### src/rtl/x_pkg.sv
// Shared types and default timing constants for the PLL-domain reset sequencer.
package x_pkg;

    typedef enum logic [1:0] {
        WAIT_LOCK = 2'd0,
        SETTLE    = 2'd1,
        RUN       = 2'd2,
        HOLD      = 2'd3
    } t_rst_seq_state;

    localparam int C_SETTLE_CYCLES = 1024;
    localparam int C_HOLD_CYCLES   = 16;

endpackage

### src/rtl/x_sync.sv
// Multi-flop synchroniser for a single asynchronous level; clears to 0 on reset.
module x_sync #(
    parameter int P_SYNC_STAGES = 2
) (
    input  logic i_clk,
    input  logic i_rst,
    input  logic i_d,
    output logic o_q
);

    logic [P_SYNC_STAGES-1:0] sync_q;

    always_ff @(posedge i_clk or posedge i_rst) begin
        if (i_rst) begin
            sync_q <= '0;
        end else begin
            sync_q <= {sync_q[P_SYNC_STAGES-2:0], i_d};
        end
    end

    assign o_q = sync_q[P_SYNC_STAGES-1];

endmodule

### src/rtl/x_pll_rst_seq.sv
// PLL-domain reset sequencer: waits for a stable synchronised LOCK, releases reset,
// re-asserts it for a minimum hold on lock loss or soft request, and counts losses.
module x_pll_rst_seq
    import x_pkg::*;
#(
    parameter int P_SYNC_STAGES   = 2,
    parameter int P_SETTLE_CYCLES = C_SETTLE_CYCLES,
    parameter int P_HOLD_CYCLES   = C_HOLD_CYCLES,
    parameter int P_CNT_W         = 8
) (
    input  logic               i_clk,
    input  logic               i_rst,
    input  logic               i_lock,
    input  logic               i_req_rst,
    output logic               o_rst,
    output logic               o_ready,
    output logic [P_CNT_W-1:0] o_loss_cnt,
    output logic [1:0]         o_state
);

    localparam int C_SET_W  = $clog2(P_SETTLE_CYCLES);
    localparam int C_HOLD_W = (P_HOLD_CYCLES > 1) ? $clog2(P_HOLD_CYCLES) : 1;
    localparam logic [C_SET_W-1:0]  C_SET_LAST  = C_SET_W'(P_SETTLE_CYCLES - 1);
    localparam logic [C_HOLD_W-1:0] C_HOLD_LAST = C_HOLD_W'(P_HOLD_CYCLES - 1);

    logic                lock_s;
    t_rst_seq_state      state, state_n;
    logic [C_SET_W-1:0]  settle_cnt, settle_n;
    logic [C_HOLD_W-1:0] hold_cnt, hold_n;
    logic                loss_inc;

    x_sync #(
        .P_SYNC_STAGES(P_SYNC_STAGES)
    ) u_lock_sync (
        .i_clk(i_clk),
        .i_rst(i_rst),
        .i_d  (i_lock),
        .o_q  (lock_s)
    );

    always_comb begin
        state_n  = state;
        settle_n = settle_cnt;
        hold_n   = hold_cnt;
        loss_inc = 1'b0;
        case (state)
            WAIT_LOCK: begin
                if (lock_s) begin
                    state_n  = SETTLE;
                    settle_n = '0;
                end
            end
            SETTLE: begin
                if (!lock_s) begin
                    state_n  = WAIT_LOCK;
                    settle_n = '0;
                end else if (settle_cnt == C_SET_LAST) begin
                    state_n = RUN;
                end else begin
                    settle_n = settle_cnt + 1'b1;
                end
            end
            RUN: begin
                if (!lock_s) begin
                    state_n  = HOLD;
                    hold_n   = '0;
                    loss_inc = 1'b1;
                end
            end
            HOLD: begin
                if (hold_cnt == C_HOLD_LAST) begin
                    state_n = WAIT_LOCK;
                end else begin
                    hold_n = hold_cnt + 1'b1;
                end
            end
            default: state_n = WAIT_LOCK;
        endcase
        // A soft request overrides everything except an ongoing hold; a coincident loss still counts.
        if (i_req_rst && (state != HOLD)) begin
            state_n = HOLD;
            hold_n  = '0;
        end
    end

    always_ff @(posedge i_clk or posedge i_rst) begin
        if (i_rst) begin
            state      <= WAIT_LOCK;
            settle_cnt <= '0;
            hold_cnt   <= '0;
            o_rst      <= 1'b1;
            o_ready    <= 1'b0;
            o_loss_cnt <= '0;
        end else begin
            state      <= state_n;
            settle_cnt <= settle_n;
            hold_cnt   <= hold_n;
            o_rst      <= (state_n != RUN);
            o_ready    <= (state_n == RUN);
            if (loss_inc && (o_loss_cnt != '1)) begin
                o_loss_cnt <= o_loss_cnt + 1'b1;
            end
        end
    end

    assign o_state = state;

endmodule
### config.mk
export PLATFORM = sky130hd
export DESIGN_NAME = x_pll_rst_seq
export DESIGN_NICKNAME = d
export VERILOG_FILES = /design/src/rtl/x_pkg.sv /design/src/rtl/x_sync.sv /design/src/rtl/x_pll_rst_seq.sv
export SDC_FILE = /design/constraint.sdc
export NUM_CORES = 1
export LEC_CHECK = 0
export CAP_MARGIN = 40
export CORE_UTILIZATION = 40
export CTS_CLUSTER_SIZE = 8
export DETAILED_ROUTE_END_ITERATION = 16
export GPL_TIMING_DRIVEN = 0
export PLACE_DENSITY_LB_ADDON = 0.15
export SLEW_MARGIN = 30
export SYNTH_ARGS = -nofsm -noshare
export SYNTH_HDL_FRONTEND = slang
export SYNTH_HIERARCHICAL = 1
export SYNTH_SLANG_ARGS = --single-unit
### constraint.sdc
create_clock -name i_clk -period 1.63 [get_ports i_clk]
set_input_delay 0.326 -clock i_clk [delete_from_list [all_inputs] [get_ports i_clk]]
set_output_delay 0.326 -clock i_clk [all_outputs]
set_load 0.01 [all_outputs]
==> reports/results.txt <==
The vertical die dimension was 61.8 um. The critical path starts at o_ready$_DFF_PP0_. sky130_fd_sc_hd__dfrtp_1 is the most common cell in the netlist.

For the worst flop-to-flop path, the logic depth is 5. The classification of the worst-slack hold path is input port to async pin. The number of rows created at floorplan is 21. Clock tree synthesis inserted a total of 3 buffers. The critical-path maximum fanout is 1. In the final layout, the multi-input gates occupy 726 um^2. The initial antenna violation count is 0.

Post-route non-filler standard cell count: 216. For this block, the routed nets add up to 2920 um of wire. The slack of the worst reg-to-reg path is 0.10 ns.

The placed instance area is 1640 um^2, and the critical path arrival is 1.22 ns. The clock passes through at most 2 buffers. The tool flagged a number of max-cap violations equal to 0. Registers take 706 um^2. STA classifies the critical path startpoint as a register. The worst path in the final design needs a cycle of 1.54 ns, including I/O delays and setup. Derived from the worst setup path, the maximum achievable clock frequency is 649 MHz. After the first detailed-routing iteration, the DRC count stood at 78.

Data on the critical path is required at its endpoint by 1.30 ns. The final antenna-violating net count was 0; the starting density of the core was 0.422. The die covers 3820 um^2. Sorting the synthesized cells by area gives the leading types as sky130_fd_sc_hd__dfrtp_1 (47%), sky130_fd_sc_hd__xor2_1 (4.3%), sky130_fd_sc_hd__nand2_1 (3.4%), sky130_fd_sc_hd__nand3_1 (3.1%), sky130_fd_sc_hd__ha_1 (2.6%). In this run the static leakage power is 0.932 nW. In the synthesized netlist, the number of instances is 137. Buffers placed on the I/O ports in this run total 15. Entering global routing, the biggest net connects 27 pins. The worst reg2reg path startpoint is o_state[0]$_DFF_PP0_.

The largest individual stage delay along the critical path comes from the cell sky130_fd_sc_hd__clkdlybuf4s50_1. The logs give 0.644 for the worst relative slew slack and 0 for the antenna diode instance count. Setup repair after global routing left no endpoint under its margin.

For the insertion delay of the later-clocked pin in the worst-skew pair, the log shows 0.34 ns. The critical path is of the register to primary output type. The number of enable-type register cells in the synthesized netlist works out to 0. The average instance area after synthesis was 10.4 um^2. For the filler cell count, the log shows 297. The total via count in the routed design is 1197, and the clock skew is 0.00327 ns. The logs give 0 for the total DRC errors in the routed layout and 1068 for the number of global-route vias before repair.

At the pin with the least slew margin, the transition time is 0.533 ns. Routability-driven placement finished with a final weighted congestion of 0.787. For the maximum vdd ir drop, the log shows 0.800 mV. After routing the design area is 1850 um^2. The synthesized net count is 144. The total overflow left after global routing is 0. The flow ran to the end, and the final reports show no timing, DRC or antenna violations. Die extent in x: 61.8 um. Clock tree synthesis selected as its root buffer the cell sky130_fd_sc_hd__clkbuf_4. Clock tree synthesis found a total of 28 sinks. On the critical path the largest part of the delay comes from buffers and inverters.

The total number of yosys warnings is 6, and the count of buffer and inverter cells on the critical path is 1. Walking the worst path, the cells encountered are clkdlybuf4s50_1. The tools report the end of the worst register-to-register path as settle_cnt[6]$_DFFE_PP0P_. Counting instances in the post-synthesis netlist gives the leading cell types as sky130_fd_sc_hd__dfrtp_1 (27), sky130_fd_sc_hd__nand2_1 (13), sky130_fd_sc_hd__nand3_1 (9), sky130_fd_sc_hd__nor2_1 (9), sky130_fd_sc_hd__xor2_1 (7). The leading area contributor after synthesis is sky130_fd_sc_hd__dfrtp_1. The maximum single-stage delay on the critical path was 0.53 ns; the number of nets at the end of the flow was 178. The count of final hold-check violations is 0. The overall track demand over capacity in global routing is 0.173. The area share of the largest cell type after synthesis works out to 0.472. TritonCTS built the clock tree.

The synthesized netlist occupies a cell area of 1430 um^2. The ratio of total power to cell area was 1340 nW/um^2; the first-pass GRT wire length was 4820 um. The number of H-tree levels was 1.

Counting tap cells, the placed design contains a total of 198 instances. After clock tree synthesis, the clock-pin slew on the worst setup and hold paths is 0.15 ns. Async set-reset flop share out of synthesis: 1.00. For the I/O pin total, the log shows 16. In the final routed layout, each cell accounts on average for 13.5 um. The final critical-path share of the clock period was 0.946; the HPWL reported at the end of detailed placement was 1940 um. The number of synthesized register bits works out to 28. The area growth from synthesis to layout works out to 29.3%. For the final number of setup-violating endpoints, the log shows 0. The sequential-to-total area share from yosys stat is 0.490. The tools report the endpoint kind of the worst setup timing path as a primary output. After floorplanning, the core was sized to cover 3390 um^2. The share of cells above drive strength 1 was 0.235. Before antenna repair, the detailed router went through 4 iterations. Dividing the detail-routed via count by the number of cells gives 5.54.

The final-report max-slew violation count was 0. The tools report the count of distinct cell types in the synthesized netlist as 41. The primary flip-flop cell chosen by synthesis mapping is sky130_fd_sc_hd__dfrtp_1.
metrics by stage:
step	power, mW	util	TNS [ns]	setup slack, ns	hold slack [ns]
after floorplan	1.58	-	0	0.118	0.0672
after global placement	1.89	0.484	-0.0330	-0.0330	0.339
after detailed placement	1.91	0.484	-0.0720	-0.0720	0.341
after CTS	2.45	0.520	0	0.00226	0.164
after global routing	2.65	0.546	0	0.0124	0.193
final	2.48	0.546	0	0.0884	0.158
layout make-up:
type / instances / area share
Clock buffer: 3 / 0.0122
Sequential cell: 28 / 0.381
Buffer: 2 / 0.0101
Multi-Input combinational cell: 102 / 0.392
Tap cell: 46 / 0.0311
Timing Repair Buffer: 29 / 0.147
Clock inverter: 1 / 0.0162
Inverter: 5 / 0.0101
routing by layer:
layer,routed length [um],vias up,GRT usage,part of all wire
li1,-,573,-,-
met1,1330,584,0.225,0.46
met2,1400,35,0.290,0.48
met3,137,5,0.0186,0.047
met4,54,0,0.0794,0.018
met5,0,-,0,0
power by group:
group          switching [mW]  internal, mW
combinational           0.532         0.506
clock                   0.215         0.249
sequential              0.123         0.856
worst max-delay path by stage:
stage,to,cells past startpoint
6_report,o_ready,1
5_1_grt,settle_cnt[9]$_DFFE_PP0P_,4
4_1_cts,o_loss_cnt[6],1
3_5_place_dp,o_state[0]$_DFF_PP0_,5
3_3_place_gp,o_state[0]$_DFF_PP0_,5
2_1_floorplan,settle_cnt[5]$_DFFE_PP0P_,5
cell usage in the layout, fill, tap and decap left out, types with 5 or more instances in the layout:
master	count
sky130_fd_sc_hd__nor3_1	6
sky130_fd_sc_hd__dfrtp_1	24
sky130_fd_sc_hd__buf_4	15
sky130_fd_sc_hd__xor2_1	7
sky130_fd_sc_hd__nand2_1	13
sky130_fd_sc_hd__o211ai_1	5
sky130_fd_sc_hd__nor2_1	9
sky130_fd_sc_hd__nand3_1	7
sky130_fd_sc_hd__dlymetal6s2s_1	8
kinds of logic (layout without fill, tap and decap cells):
kind of cell / after synthesis / count (layout) / synth area share
AOI/OAI and AO/OA: 30 / 30 / 0.150
xor gates and xnor gates: 10 / 10 / 0.0612
adders and majority gates: 3 / 3 / 0.0262
buffers and inverters: 7 / 40 / 0.0262
DFF: 28 / 28 / 0.490
muxes: 3 / 3 / 0.0227
and+or+nand+nor: 56 / 56 / 0.223
flip-flops by register name (all words and copies together) (netlist names):
register            flops
o_state                 2
u_lock_sync/sync_q      2
o_loss_cnt              8
o_ready                 1
o_rst                   1
hold_cnt                4
settle_cnt             10
worst reg2reg max path: stages, from the launching register on:
cell,delay [ns]
sky130_fd_sc_hd__dfrtp_1,0.41
sky130_fd_sc_hd__buf_6,0.14
sky130_fd_sc_hd__xor2_1,0.17
sky130_fd_sc_hd__and2_4,0.18
sky130_fd_sc_hd__or4_1,0.50
sky130_fd_sc_hd__nand2_1,0.08
what timing repair did:
item                                    4_1_cts  5_1_grt
gates cloned                                  0        0
resized for setup                             7       14
hold buffers                                  0        0
buffers inserted                              9        5
endpoints found under the setup margin       12       19
pin swaps                                     1        2
Power figures use the tool's default switching activity.
